==> config.mk <==
export PLATFORM = sky130hd
export DESIGN_NAME = softmax_norm_ctrl_flat
export DESIGN_NICKNAME = d
export VERILOG_FILES = /design/src/rtl/softmax_norm_ctrl_if.sv /design/src/rtl/softmax_norm_ctrl.sv /design/src/flat_wrapper.sv
export SDC_FILE = /design/constraint.sdc
export NUM_CORES = 1
export LEC_CHECK = 0
export ABC_AREA = 1
export ABC_CLOCK_PERIOD_IN_PS = 5500
export BUFFER_PORTS_ARGS = -buffer_cell sky130_fd_sc_hd__buf_4
export CORE_UTILIZATION = 46
export DETAILED_ROUTE_END_ITERATION = 8
export PLACE_DENSITY = 0.76
export REMOVE_ABC_BUFFERS = 1
export SYNTH_ARGS = -nofsm -noshare
export SYNTH_HDL_FRONTEND = slang
export SYNTH_SLANG_ARGS = --single-unit
==> constraint.sdc <==
create_clock -name clk -period 5.5 [get_ports clk]
set_clock_uncertainty 0.15 [all_clocks]
set_input_delay 1.1 -clock clk [delete_from_list [all_inputs] [get_ports clk]]
set_output_delay 1.1 -clock clk [all_outputs]
set_load 0.02 [all_outputs]
==> src/rtl/softmax_norm_ctrl_if.sv <==
// Exp-buffer read port, divider handshake and result stream of the softmax normaliser.
interface softmax_norm_ctrl_if #(
  parameter int unsigned AW = 3
) ();
  logic          rd_en;
  logic [AW-1:0] rd_addr;
  logic [31:0]   rd_data;
  logic          div_clr;
  logic [31:0]   div_a;
  logic [31:0]   div_b;
  logic          div_a_strb;
  logic          div_b_strb;
  logic [31:0]   div_z;
  logic          div_z_strb;
  logic          div_z_ack;
  logic [31:0]   res_data;
  logic [AW-1:0] res_idx;
  logic          res_vld;
  logic          res_rdy;

  // Controller side
  modport master (
    output rd_en, rd_addr,
    input  rd_data,
    output div_clr, div_a, div_b, div_a_strb, div_b_strb,
    input  div_z, div_z_strb,
    output div_z_ack,
    output res_data, res_idx, res_vld,
    input  res_rdy
  );

  // Exp buffer, divider and downstream side
  modport slave (
    input  rd_en, rd_addr,
    output rd_data,
    input  div_clr, div_a, div_b, div_a_strb, div_b_strb,
    output div_z, div_z_strb,
    input  div_z_ack,
    input  res_data, res_idx, res_vld,
    output res_rdy
  );
endinterface

==> src/rtl/softmax_norm_ctrl.sv <==
// Softmax normalisation sequencer: reads N exponentials, divides each by the
// captured sum on the shared strobe-handshake divider, streams quotients out.
module softmax_norm_ctrl #(
  parameter int unsigned N       = 8,
  parameter int unsigned AW      = 3,
  parameter int unsigned TIMEOUT = 64,
  parameter int unsigned TW      = 8
) (
  input  logic                      clk,
  input  logic                      rst,
  input  logic                      start,
  input  logic                      abort,
  input  logic [31:0]               sum,
  output logic                      busy,
  output logic                      done,
  output logic                      err,
  softmax_norm_ctrl_if.master       bus
);

  typedef enum logic [2:0] {
    S_IDLE  = 3'd0,
    S_RD    = 3'd1,
    S_ISSUE = 3'd2,
    S_WAIT  = 3'd3,
    S_OUT   = 3'd4
  } state_t;

  state_t        state_q;
  logic [AW-1:0] idx_q;
  logic [AW-1:0] idx_d;
  logic [31:0]   sum_q;
  logic [TW-1:0] timer_q;
  logic          busy_q;
  logic          done_q;
  logic          err_q;
  logic          rd_en_q;
  logic [AW-1:0] rd_addr_q;
  logic          div_clr_q;
  logic [31:0]   div_a_q;
  logic [31:0]   div_b_q;
  logic          strb_q;
  logic [31:0]   res_data_q;
  logic [AW-1:0] res_idx_q;
  logic          res_vld_q;

  logic          last_c;
  logic          tmo_c;
  logic          sum_zero_c;

  // Next index and per-state decision flags
  assign idx_d      = idx_q + AW'(1);
  assign last_c     = (idx_q == AW'(N - 1));
  assign tmo_c      = (timer_q == TW'(TIMEOUT - 1));
  assign sum_zero_c = (sum[30:23] == 8'd0);

  // Main sequencer: state, datapath registers and registered outputs
  always_ff @(posedge clk or posedge rst) begin
    if (rst) begin
      state_q    <= S_IDLE;
      idx_q      <= '0;
      sum_q      <= '0;
      timer_q    <= '0;
      busy_q     <= 1'b0;
      done_q     <= 1'b0;
      err_q      <= 1'b0;
      rd_en_q    <= 1'b0;
      rd_addr_q  <= '0;
      div_clr_q  <= 1'b0;
      div_a_q    <= '0;
      div_b_q    <= '0;
      strb_q     <= 1'b0;
      res_data_q <= '0;
      res_idx_q  <= '0;
      res_vld_q  <= 1'b0;
    end else begin
      done_q    <= 1'b0;
      rd_en_q   <= 1'b0;
      div_clr_q <= 1'b0;
      strb_q    <= 1'b0;
      if (abort && (state_q != S_IDLE)) begin
        // Abort beats everything; clear flushes any in-flight divide
        state_q   <= S_IDLE;
        busy_q    <= 1'b0;
        res_vld_q <= 1'b0;
        div_clr_q <= 1'b0 | 1'b1;
      end else begin
        unique case (state_q)
          S_IDLE: begin
            if (start) begin
              sum_q   <= sum;
              idx_q   <= '0;
              err_q   <= sum_zero_c;
              timer_q <= '0;
              if (sum_zero_c) begin
                done_q <= 1'b1;
              end else begin
                state_q   <= S_RD;
                busy_q    <= 1'b1;
                rd_en_q   <= 1'b1;
                rd_addr_q <= '0;
                div_clr_q <= 1'b1;
              end
            end
          end
          S_RD: begin
            state_q <= S_ISSUE;
            strb_q  <= 1'b1;
            div_b_q <= sum_q;
          end
          S_ISSUE: begin
            state_q <= S_WAIT;
            div_a_q <= bus.rd_data;
            timer_q <= '0;
          end
          S_WAIT: begin
            timer_q <= timer_q + TW'(1);
            if (bus.div_z_strb) begin
              res_data_q <= bus.div_z;
              res_idx_q  <= idx_q;
              res_vld_q  <= 1'b1;
              state_q    <= S_OUT;
            end else if (tmo_c) begin
              res_data_q <= '0;
              res_idx_q  <= idx_q;
              res_vld_q  <= 1'b1;
              err_q      <= 1'b1;
              state_q    <= S_OUT;
            end
          end
          S_OUT: begin
            if (bus.res_rdy) begin
              res_vld_q <= 1'b0;
              if (last_c) begin
                state_q <= S_IDLE;
                busy_q  <= 1'b0;
                done_q  <= 1'b1;
              end else begin
                idx_q     <= idx_d;
                state_q   <= S_RD;
                rd_en_q   <= 1'b1;
                rd_addr_q <= idx_d;
                div_clr_q <= 1'b1;
              end
            end
          end
          default: state_q <= S_IDLE;
        endcase
      end
    end
  end

  assign busy           = busy_q;
  assign done           = done_q;
  assign err            = err_q;
  assign bus.rd_en      = rd_en_q;
  assign bus.rd_addr    = rd_addr_q;
  assign bus.div_clr    = div_clr_q;
  assign bus.div_b      = div_b_q;
  assign bus.div_a_strb = strb_q;
  assign bus.div_b_strb = strb_q;
  assign bus.res_data   = res_data_q;
  assign bus.res_idx    = res_idx_q;
  assign bus.res_vld    = res_vld_q;

  // Read data only arrives in ISSUE, so the dividend passes straight through
  // there and is held from the captured copy afterwards
  assign bus.div_a = (state_q == S_ISSUE) ? bus.rd_data : div_a_q;

  // Ack is the one output allowed to follow the divider strobe directly
  assign bus.div_z_ack = (state_q == S_WAIT) && bus.div_z_strb;

endmodule

==> src/flat_wrapper.sv <==
// flat-port wrapper written by rule: the top's interface ports become plain ports
module softmax_norm_ctrl_flat 
#(
  parameter int unsigned N       = 8,
  parameter int unsigned AW      = 3,
  parameter int unsigned TIMEOUT = 64,
  parameter int unsigned TW      = 8
)
  (clk, rst, start, abort, sum, busy, done, err, bus_rd_en, bus_rd_addr, bus_rd_data, bus_div_clr, bus_div_a, bus_div_b, bus_div_a_strb, bus_div_b_strb, bus_div_z, bus_div_z_strb, bus_div_z_ack, bus_res_data, bus_res_idx, bus_res_vld, bus_res_rdy);
  softmax_norm_ctrl_if #(.AW(AW)) bus_i ();
  input  logic clk;
  input  logic rst;
  input  logic start;
  input  logic abort;
  input  logic [31:0] sum;
  output logic busy;
  output logic done;
  output logic err;
  output wire logic [$bits(bus_i.rd_en)-1:0] bus_rd_en;
  output wire logic [$bits(bus_i.rd_addr)-1:0] bus_rd_addr;
  input wire logic [$bits(bus_i.rd_data)-1:0] bus_rd_data;
  output wire logic [$bits(bus_i.div_clr)-1:0] bus_div_clr;
  output wire logic [$bits(bus_i.div_a)-1:0] bus_div_a;
  output wire logic [$bits(bus_i.div_b)-1:0] bus_div_b;
  output wire logic [$bits(bus_i.div_a_strb)-1:0] bus_div_a_strb;
  output wire logic [$bits(bus_i.div_b_strb)-1:0] bus_div_b_strb;
  input wire logic [$bits(bus_i.div_z)-1:0] bus_div_z;
  input wire logic [$bits(bus_i.div_z_strb)-1:0] bus_div_z_strb;
  output wire logic [$bits(bus_i.div_z_ack)-1:0] bus_div_z_ack;
  output wire logic [$bits(bus_i.res_data)-1:0] bus_res_data;
  output wire logic [$bits(bus_i.res_idx)-1:0] bus_res_idx;
  output wire logic [$bits(bus_i.res_vld)-1:0] bus_res_vld;
  input wire logic [$bits(bus_i.res_rdy)-1:0] bus_res_rdy;
  assign bus_rd_en = bus_i.rd_en;
  assign bus_rd_addr = bus_i.rd_addr;
  assign bus_i.rd_data = bus_rd_data;
  assign bus_div_clr = bus_i.div_clr;
  assign bus_div_a = bus_i.div_a;
  assign bus_div_b = bus_i.div_b;
  assign bus_div_a_strb = bus_i.div_a_strb;
  assign bus_div_b_strb = bus_i.div_b_strb;
  assign bus_i.div_z = bus_div_z;
  assign bus_i.div_z_strb = bus_div_z_strb;
  assign bus_div_z_ack = bus_i.div_z_ack;
  assign bus_res_data = bus_i.res_data;
  assign bus_res_idx = bus_i.res_idx;
  assign bus_res_vld = bus_i.res_vld;
  assign bus_i.res_rdy = bus_res_rdy;
  softmax_norm_ctrl #(.N(N), .AW(AW), .TIMEOUT(TIMEOUT), .TW(TW)) u_core (.clk(clk), .rst(rst), .start(start), .abort(abort), .sum(sum), .busy(busy), .done(done), .err(err), .bus(bus_i));
endmodule
== Word-level counts from Yosys, hierarchy flattened ==
Cells that the tools add are included.
Storage, ports and cells
  register bits: 155
  output and inout port bits: 111
Operators by class
  add/subtract/negate cells: 2
  equal/unequal tests: 17
  mux-type cells: 51
  bitwise logic cells: 1
  reduce and logical (&&, ||, !) cells: 21
Operator list (count)
  $mux 32: 3
  $mux 3: 13
  $mux 1: 25
  $pmux 8 s3: 1
  $pmux 3 s5: 1
  $reduce_and 5->1: 3
  $pmux 3 s2: 2
  $reduce_and 3->1: 4
  $reduce_bool 3->1: 4
  $ne 2x2->1 const B: 5
  $pmux 1 s2: 5
  $add 8x1->8 const B: 1
  $eq 8x6->1 const B: 1
  $logic_not 8->1: 1
  $mux 8: 1
  $eq 3x2->1 const B: 2
  $eq 3x3->1 const B: 2
  $ne 3x2->1 const B: 2
  $reduce_and 6->1: 1
  $reduce_bool 2->1: 3
  $ne 4x2->1 const B: 1
  $reduce_and 4->1: 1
  $add 3x1->3 const B: 1
  $eq 3x1->1 const B: 1
  other kinds (7): 8

== Logic depth before layout (Yosys ltp) ==
Gate-level depths: netlist of run 1.
  depth in word-level cells: 5
  mapped depth: 10
  gate-level depth less buffers: 9

== Least setup slack after synthesis of run 1 ==
OpenSTA, ideal clock, no wires.
  path kind: input port to output port
  from: input bus_div_z_strb
  to: output bus_div_z_ack
  arrival time: 1.718 ns
  data required time: 4.250 ns
  path slack: 2.532 ns
  stages: 3
  cells stage by stage: clkbuf_1 > inv_1 > nor2_1
Between the ends
  word-level cells in the longest chain between the ends: 1
RTL lines
  from (decl): RTL line flat_wrapper.sv:28  | input wire logic [$bits(bus_i.div_z_strb)-1:0] bus_div_z_strb;
  $logic_and 1x1->1: RTL line softmax_norm_ctrl.sv:170  | assign bus.div_z_ack = (state_q == S_WAIT) && bus.div_z_strb;
  to (decl): RTL line flat_wrapper.sv:29  | output wire logic [$bits(bus_i.div_z_ack)-1:0] bus_div_z_ack;
Every way passes these cells.

== Worst setup path in the final report of run 1 ==
  from: register u_core.state_q[2]
  to: output bus_div_a[11]
Between the ends
  word-level cells in the longest chain between the ends: 2
RTL lines
  from (decl): RTL line softmax_norm_ctrl.sv:28  | state_t state_q;
  from (signal assigned): RTL line softmax_norm_ctrl.sv:59  | state_q <= S_IDLE;
  from (signal assigned): RTL line softmax_norm_ctrl.sv:82  | state_q <= S_IDLE;
  from (signal assigned): RTL line softmax_norm_ctrl.sv:97  | state_q <= S_RD;
  $eq 3x2->1: RTL line softmax_norm_ctrl.sv:167  | assign bus.div_a = (state_q == S_ISSUE) ? bus.rd_data : div_a_q;
  $mux 32: RTL line softmax_norm_ctrl.sv:167
  to (decl): RTL line flat_wrapper.sv:23  | output wire logic [$bits(bus_i.div_a)-1:0] bus_div_a;
Every way passes these cells.

==> results summary, run 1 <==
In this run the tightest slew margin relative to its limit is 30.7%. The peak ir drop on the vdd network is 0.268 mV. The average size of a mapped cell came out at 8.69 um2. Setup violations remaining at the end of the flow were counted as 0.

Counting both buffers and inverters, the worst setup path holds a total of 3. In this run, post-CTS repair resized a total of 0 instances. After filler insertion, the fill cell instance count of the layout stands at 1280.

In the final layout, the share of cells above drive strength 1 is 29.6%. The register bit count reported by yosys is 155. The routed design has 14700 um of wire. The HPWL after detailed placement is 10200 um. The deepest clock path buffer count is 2. The worst path arrival time is 2.40 ns.

The insertion delay of the later-clocked pin in the worst-skew pair is 0.41 ns. The die extent in x is 125 um. The number of global-route vias before repair came out at 5430. The pin count of the biggest net entering global routing came out at 71. The launching element type of the critical path is a flip-flop.

The number of warnings issued by yosys came out at 0. The per-cell via count in the routed design is 4.73. The routed via count is 5627. The initial core utilization is 47.4%. The die span in y is 125 um. The tightest hold path in the finished design has a slack of 0.321 ns. The count of buffers added by post-CTS timing repair for setup is 0. The worst register-to-register path ends at u_core.timer_q[7]$_DFFE_PP0P_. The met3 routed wirelength came out at 1050 um. The post-synthesis sequential area ratio is 56.0%. After layout, the worst path uses 66.3% of the clock period.

In the global route stage, overall resource usage came out at 20.2%. The floorplan step defined a die boundary enclosing 0.0155 mm2. At the end of routability-driven placement, the weighted congestion stood at 0.818.

The area growth from synthesis to layout is 31.3%. The number of buffers created by CTS is 17. The count of pins over their slew limit is 0. The synthesized netlist cell count is 796.

The maximum fanout along the worst path came out at 45. The most frequent cell on the critical path is sky130_fd_sc_hd__buf_4. Clock tree synthesis found a total of 155 sinks. TritonCTS built the clock tree.

The most common library cell in the layout ignoring fill and taps is sky130_fd_sc_hd__nand2_1. Detailed routing placed a total of 6670 um of wire on met2. Summed over all nets, the switching power comes to 2.15 mW. The critical path goes through inv_4 > nand3_2 > buf_4 > nor2_1 > a21oi_1 > buf_4. The final sum of negative setup slack came out at 0 ns. Routed signal wires occupy layers up through met4. The shortest clock period the worst path allows after layout is 3.65 ns. The count of hold buffers inserted by post-cts repair came out at 0. The total core area is 0.0146 mm2.

Counting cells, the worst reg-to-reg path comes to 6. The worst hold path terminates at u_core.bus.res_data[8]$_DFFE_PP0P_. The number of ports placed on the die boundary came out at 213. For this design, the slowest cell found on the critical path is sky130_fd_sc_hd__dfrtp_1. The setup slack of the worst register-to-register path came out at 3.01 ns. The count of antenna-violating nets left after detailed routing came out at 0. The overflow left after global routing is 0. Setup repair after global routing left no endpoint under its margin. The power per standard cell area came out at 589 mW/mm2. The number of placement rows is 44.

The dominant combinational cell family by area after synthesis is simple AND/OR/NAND/NOR gates. The parity-gate share of the synthesized area counting xor and xnor cells came out at 0%. The repair_antennas step left the layout with diodes totalling 0. In this run the worst hold path is classified as flip-flop to flip-flop. In this design, the largest share of critical-path delay is due to buffers and inverters. The number of antenna violations at the first check in global routing is 0. The final-report hold violation count was 0.

In this run, the number of DRC markers left after iteration 0 of detailed routing was 243. The number of placed cells counting well taps is 1157. The run finished with clean final reports. The critical path required time came out at 4.25 ns. The mean routed wirelength per cell is 12.4 um.

Of the total synthesized cell area, the portion taken by AND, OR, NAND and NOR gates is 20.8%. Of the post-synthesis cell area, the part taken by muxes is 0%. The worst register-to-register path begins at u_core.state_q[2]$_DFFE_PP0P_. After clock tree synthesis, the clock-pin slew on the worst setup and hold paths is 0.06 ns. Of the total synthesized cell area, the portion taken by full adders, half adders and majority gates is 0.723%. The cell-internal power is 3.20 mW. The post-layout utilization of the core came out at 62.3%. Max-cap violations in this run came to 0. The number of buffers inserted by port buffering is 212.

The clock network fraction of total power came out at 21.4%. The critical path in this run is classified as flip-flop to output pin. The count of TritonRoute iterations in the first routing pass is 4. The highest cell delay on the worst timing path came out at 0.61 ns. For this run, the top clock speed supported by timing is 274 MHz. The post-synthesis compound-gate area fraction came out at 12.7%. The wire length of the first global-routing pass came out at 25600 um. The total standard cell area after synthesis is 0.00692 mm2. The number of cells traversed by the worst hold path is 2.

The share of total power in sequential cells is 33.9%. The tree is rooted in a sky130_fd_sc_hd__clkbuf_16. The routed length on met1 is 6790 um.

The distinct cell type count of the synthesized netlist is 28. The slew of the pin with the lowest slew margin is 1.04 ns. The final-stage net count is 1098. The total DRC errors in the routed layout is 0.

The analysis attributes to cell leakage a power of 4.83 nW. The H-tree generated during clock tree synthesis spans 4 levels. The combinational cell fraction of total power is 44.7%. The worst hold path begins at u_core.bus.res_data[8]$_DFFE_PP0P_. After the flow finishes, the layout carries non-filler instances totaling 1189.

Net switching is 40.1% of the power. The library cells used most frequently in the layout, excluding fill and tap cells, are 225 x sky130_fd_sc_hd__nand2_1, 218 x sky130_fd_sc_hd__buf_4, 155 x sky130_fd_sc_hd__dfrtp_1. The worst setup path is captured at an output pin.
[per-layer routing]
layer,vias to the layer above,track usage (%)
li1,2893,-
met1,2560,27.3
met2,159,31.0
met3,15,6.62
met4,0,5.81
met5,-,0
[power groups by stage]
stage | logic (mW) | registers (mW) | clock network, mW
6_report | 2.39 | 1.81 | 1.14
5_1_grt | 2.66 | 1.87 | 1.22
4_1_cts | 2.42 | 1.82 | 1.17
3_5_place_dp | 2.42 | 1.83 | 0
3_3_place_gp | 2.37 | 1.82 | 0
2_1_floorplan | 1.21 | 2.08 | 0
[how the worst max path moves through the flow]
stage	start	cells after the start	endpoint	slack, ns
3_3_place_gp	u_core.state_q[2]$_DFFE_PP0P_	6	bus_div_a[19]	2.33
5_1_grt	u_core.state_q[2]$_DFFE_PP0P_	6	bus_div_a[24]	1.61
3_5_place_dp	u_core.state_q[2]$_DFFE_PP0P_	6	bus_div_a[11]	2.28
4_1_cts	u_core.state_q[2]$_DFFE_PP0P_	6	bus_div_a[11]	1.84
2_1_floorplan	rst	1	u_core.bus.div_a_strb$_DFF_PP0_	0.07
6_report	u_core.state_q[2]$_DFFE_PP0P_	6	bus_div_a[11]	1.85
[registers in the layout, indices dropped and copies added, names as in the netlist, 3 cells and up]
name / count
u_core.bus.res_idx: 3
u_core.bus.res_data: 32
u_core.idx_q: 3
u_core.timer_q: 8
u_core.state_q: 3
u_core.div_a_q: 32
u_core.bus.rd_addr: 3
u_core.sum_q: 32
u_core.bus.div_b: 32
[tightest hold or removal path, cell delays in order, from the launching register on]
cell and delay (ns):
sky130_fd_sc_hd__dfrtp_1 0.34, sky130_fd_sc_hd__nand2_1 0.05, sky130_fd_sc_hd__nand2_1 0.04
[Yosys cell counts]
library cell,count,share of area (%)
sky130_fd_sc_hd__inv_1,94,5.1
sky130_fd_sc_hd__nor2_2,2,0.18
sky130_fd_sc_hd__clkinv_2,1,0.072
sky130_fd_sc_hd__ha_1,4,0.72
sky130_fd_sc_hd__nand3_2,2,0.29
sky130_fd_sc_hd__clkbuf_1,9,0.49
sky130_fd_sc_hd__o211ai_1,2,0.22
sky130_fd_sc_hd__buf_1,1,0.054
sky130_fd_sc_hd__a22oi_1,1,0.11
sky130_fd_sc_hd__nor2_4,1,0.16
sky130_fd_sc_hd__buf_2,8,0.58
sky130_fd_sc_hd__o21bai_1,2,0.22
sky130_fd_sc_hd__inv_4,1,0.090
sky130_fd_sc_hd__nand2_2,5,0.45
sky130_fd_sc_hd__o21ai_0,74,5.4
sky130_fd_sc_hd__buf_6,14,2.3
sky130_fd_sc_hd__nor2_1,56,3.0
sky130_fd_sc_hd__dfrtp_1,155,56
sky130_fd_sc_hd__buf_4,9,0.98
sky130_fd_sc_hd__o21ai_2,22,2.8
sky130_fd_sc_hd__nand2_1,225,12
sky130_fd_sc_hd__inv_2,1,0.054
sky130_fd_sc_hd__o21ai_1,15,1.1
sky130_fd_sc_hd__nand4_1,2,0.18
sky130_fd_sc_hd__nand3_1,56,4.0
sky130_fd_sc_hd__a21oi_1,23,1.7
sky130_fd_sc_hd__nor2_8,1,0.29
sky130_fd_sc_hd__a21oi_2,10,1.3
[stage by stage]
| step | total power, mW | cell area (um2) | worst slack, ns |
|---|---|---|---|
| 6_report | 5.35 | 9080 | 1.85 |
| 5_1_grt | 5.76 | 9080 | 1.61 |
| 4_1_cts | 5.41 | 9080 | 1.84 |
| 3_5_place_dp | 4.24 | 8500 | 2.28 |
| 3_3_place_gp | 4.19 | 8500 | 2.33 |
| 2_1_floorplan | 3.29 | 6620 | 0.0718 |
[layout make-up]
type / count / area, um2 / share of cell area (%)
Inverter: 97 / 373 / 4.10
Timing Repair Buffer: 218 / 1640 / 18.0
Clock inverter: 10 / 103 / 1.13
Clock buffer: 22 / 484 / 5.33
Sequential cell: 155 / 3880 / 42.7
Multi-Input combinational cell: 503 / 2380 / 26.2
Tap cell: 184 / 230 / 2.53
[cells by family (layout without fill, tap and decap cells)]
group / Yosys count / count (layout)
flip-flops: 155 / 155
AO/OA/AOI/OAI: 149 / 149
adder cells (fa/ha/maj): 4 / 4
AND/OR/NAND/NOR: 350 / 350
buffers and inverters: 138 / 347
No activity file was read; power rests on OpenSTA's default activity.
==> run 2, diff against run 1 <==
--- a/config.mk
+++ b/config.mk
@@ -6,7 +6,7 @@
 export NUM_CORES = 1
 export LEC_CHECK = 0
 export ABC_AREA = 1
-export ABC_CLOCK_PERIOD_IN_PS = 5500
+export ABC_CLOCK_PERIOD_IN_PS = 3200
 export BUFFER_PORTS_ARGS = -buffer_cell sky130_fd_sc_hd__buf_4
 export CORE_UTILIZATION = 46
 export DETAILED_ROUTE_END_ITERATION = 8
==> constraint.sdc (replaced) <==
create_clock -name clk -period 3.2 [get_ports clk]
set_clock_uncertainty 0.15 [all_clocks]
set_input_delay 0.64 -clock clk [delete_from_list [all_inputs] [get_ports clk]]
set_output_delay 0.64 -clock clk [all_outputs]
set_load 0.02 [all_outputs]
==> run 2 against run 1 <==
Total power grew 74%. Combinational power grew 74%. Largest cell class unchanged. Die area is the same. Critical endpoint is now bus_div_a[30]. Largest power group unchanged. Global-route usage shrank 0.21 points. First-iteration DRC count grew 41%. Sequential share of layout area shrank 0.37 points. Highest routed layer unchanged. Via count grew 0.41%.
==> results summary, run 2 (synthesis results as in run 1) <==
The post-layout utilization of the core came out at 62.8% (+0.54 points). The area growth from synthesis to final layout is 32.4%. The sum of routed wire length over all layers came out at 14700 um (about the same). The critical path is of the flip-flop to output pin type. The antenna cell count is 0 (unchanged). The post-layout worst setup margin is 0.495 ns (-1.36 ns).

The overflow left after global routing is 0 (unchanged). The number of global-route vias before repair is 5461 (+0.57%). The area enclosed by the die boundary is 0.0155 mm2 (unchanged). The die extent in x is 125 um (unchanged). The routed via count came out at 5650 (+0.41%). The total track usage was 20.0% (-0.21 points). The leakage power came out at 4.87 nW (+0.71%). The pin count of the biggest net entering global routing is 68 (-4.2%). The critical path required time came out at 2.41 ns (-1.84 ns).

Derived from the worst setup path, the maximum achievable clock frequency is 370 MHz. The iteration-0 DRC count of the detailed router came out at 342 (+41%). The total DRC errors in the routed layout came out at 0 (unchanged).

STA classifies the critical path startpoint as a flip-flop. The reported max-cap violation count is 0 (unchanged). The library cell used most frequently in the layout, excluding fill and tap cells, is sky130_fd_sc_hd__nand2_1. The clock-pin transition on the worst setup and hold timing paths is 0.06 ns (about the same).

The total area of sequential cells came out at 0.00388 mm2 (unchanged). The area of the multi-input gates was 0.00238 mm2 (unchanged). CTS placed an instance of sky130_fd_sc_hd__clkbuf_16 at the clock tree root. The number of clock sinks is 155 (unchanged). The final-stage net count was 1101 (+0.27%). The flow ran to the end, and the final reports show no timing, DRC or antenna violations. The wire length of the first global-routing pass is 25200 um (-1.4%).

The number of antenna violations at the first check in global routing is 0 (unchanged). The number of buffers created by CTS came out at 17 (unchanged). The final count of negative-setup-slack endpoints is 0 (unchanged).

The slew of the pin with the lowest slew margin came out at 0.631 ns (-0.405 ns). The final-report hold violation count is 0 (unchanged). The worst-case hold slack came to 0.168 ns (-0.153 ns). The number of fill cells in the layout is 1281 (+0.078%). The class of the most critical hold timing path is input pin to async pin. The ratio of final minimum period to clock period is 84.5%. The layout cell share with drive strength beyond 1 was 29.7% (+0.14 points). The insertion delay of the later-clocked pin in the worst-skew pair was 0.41 ns (about the same). Leaving out fill and tap cells, the most frequent cells in the layout are 225 x sky130_fd_sc_hd__nand2_1, 218 x sky130_fd_sc_hd__buf_4, 155 x sky130_fd_sc_hd__dfrtp_1. The worst path in the final design needs a cycle of 2.70 ns, including I/O delays and setup. The clock tree from TritonCTS is built.

The maximum fanout along the worst path is 65 (+44%). The sort of element at the end of the critical path is an output pin. The mean routed wirelength per cell came to 12.3 um (-0.12%). The worst path arrival time is 1.91 ns (-0.49 ns). The filler-free cell count of the finished design came out at 1191 (+0.17%).

The number of ports placed on the die boundary is 213 (unchanged). The count of TritonRoute iterations in the first routing pass came out at 4 (unchanged). The count of antenna-violating nets left after detailed routing came out at 0 (unchanged).

The number of placed cells counting well taps came to 1160 (+0.26%). The met1 capacity usage during global routing is 26.0% (-1.3 points). The relative max-transition margin is 57.8% (+27 points). In this run the most used layer during global routing was met2. The count of hold buffers inserted by post-cts repair came out at 0 (unchanged). The power per standard cell area is 1020 mW/mm2 (+73%).

The deepest clock path buffer count is 2 (unchanged). The initial core utilization came out at 47.4% (unchanged). The final weighted congestion in routability-driven placement came to 0.802 (-2.0%).

Setup repair after global routing left no endpoint under its margin. The total core area came to 0.0146 mm2 (unchanged). The number of placement rows came out at 44 (unchanged). The global-route met2 utilization came out at 31.6% (+0.58 points). The global-route met3 utilization came out at 6.49% (-0.13 points). The per-cell via count in the routed design is 4.74 (+0.24%). The die span in y is 125 um (unchanged).

The number of instances resized during post-cts repair was 0 (unchanged). The total power after layout is 9.31 mW (+74%). The number of buffers inserted by port buffering is 212 (unchanged). The count of buffers added by post-CTS timing repair for setup came out at 0 (unchanged). The deepest level of the CTS H-tree is 4 (unchanged). The worst setup slack before clock tree synthesis is 0.927 ns (-1.36 ns).

The peak ir drop on the vdd network is 0.521 mV (+95%). The half-perimeter wire length of the detailed placement result is 10400 um (+2.7%). The count of pins over their slew limit is 0 (unchanged).
## run 2: changes by cell type in the layout (fill, tap and decap cells not counted)
cell	change
sky130_fd_sc_hd__buf_12	+3
sky130_fd_sc_hd__bufinv_16	+2
sky130_fd_sc_hd__clkbuf_8	-3
sky130_fd_sc_hd__clkinv_4	+1
sky130_fd_sc_hd__inv_6	-1
## run 2: path summary, 6_finish.rpt
kind / from / end / slack [ns] / cells after the start
worst max-delay path: u_core.state_q[2]$_DFFE_PP0P_ / bus_div_a[30] / 0.50 / 6
worst min-delay path: rst / u_core.bus.div_b[15]$_DFFE_PP0P_ / 0.17 / 2
worst max register to register: u_core.state_q[2]$_DFFE_PP0P_ / u_core.div_a_q[28]$_DFFE_PP0N_ / 1.04 / 5
worst min register to register: u_core.bus.res_data[0]$_DFFE_PP0P_ / u_core.bus.res_data[0]$_DFFE_PP0P_ / 0.32 / 2
max in group asynchronous: rst / u_core.sum_q[9]$_DFFE_PP0P_ / 1.90 / 3
min in group clk: sum[3] / u_core.sum_q[3]$_DFFE_PP0P_ / 0.28 / 3
## run 2: power breakdown
group          switching (mW)  internal (mW)
Sequential              0.341           2.77
Clock                   0.781           1.25
Combinational            2.56           1.60
## run 2: final cells by class
| cell class | count | share of cell area, % |
|---|---|---|
| Sequential cell | 155 | 42.3 |
| Clock inverter | 12 | 1.78 |
| Multi-Input combinational cell | 503 | 26.0 |
| Clock buffer | 19 | 4.83 |
| Tap cell | 184 | 2.51 |
| Inverter | 97 | 4.07 |
| Timing Repair Buffer | 221 | 18.5 |
## run 2: worst max-delay path, cell delays in order, from the launching register on
cell                      delay (ns)
sky130_fd_sc_hd__dfrtp_1        0.59
sky130_fd_sc_hd__inv_4          0.08
sky130_fd_sc_hd__nand3_2        0.11
sky130_fd_sc_hd__buf_12         0.25
sky130_fd_sc_hd__nor2_1         0.07
sky130_fd_sc_hd__a21oi_1        0.18
sky130_fd_sc_hd__buf_4          0.18
## run 2: metal layers
metal	up-vias	routed length (um)
met5	-	0
met4	0	189
met3	15	1060
met2	158	6690
met1	2570	6760
li1	2907	-
## run 2: metrics by stage
stage | cell area (um2) | setup TNS, ns
finish | 9160 | 0
floorplan | 6620 | -274.08
detailed placement | 8560 | 0
global route | 9160 | 0
CTS | 9160 | 0
global placement | 8560 | 0
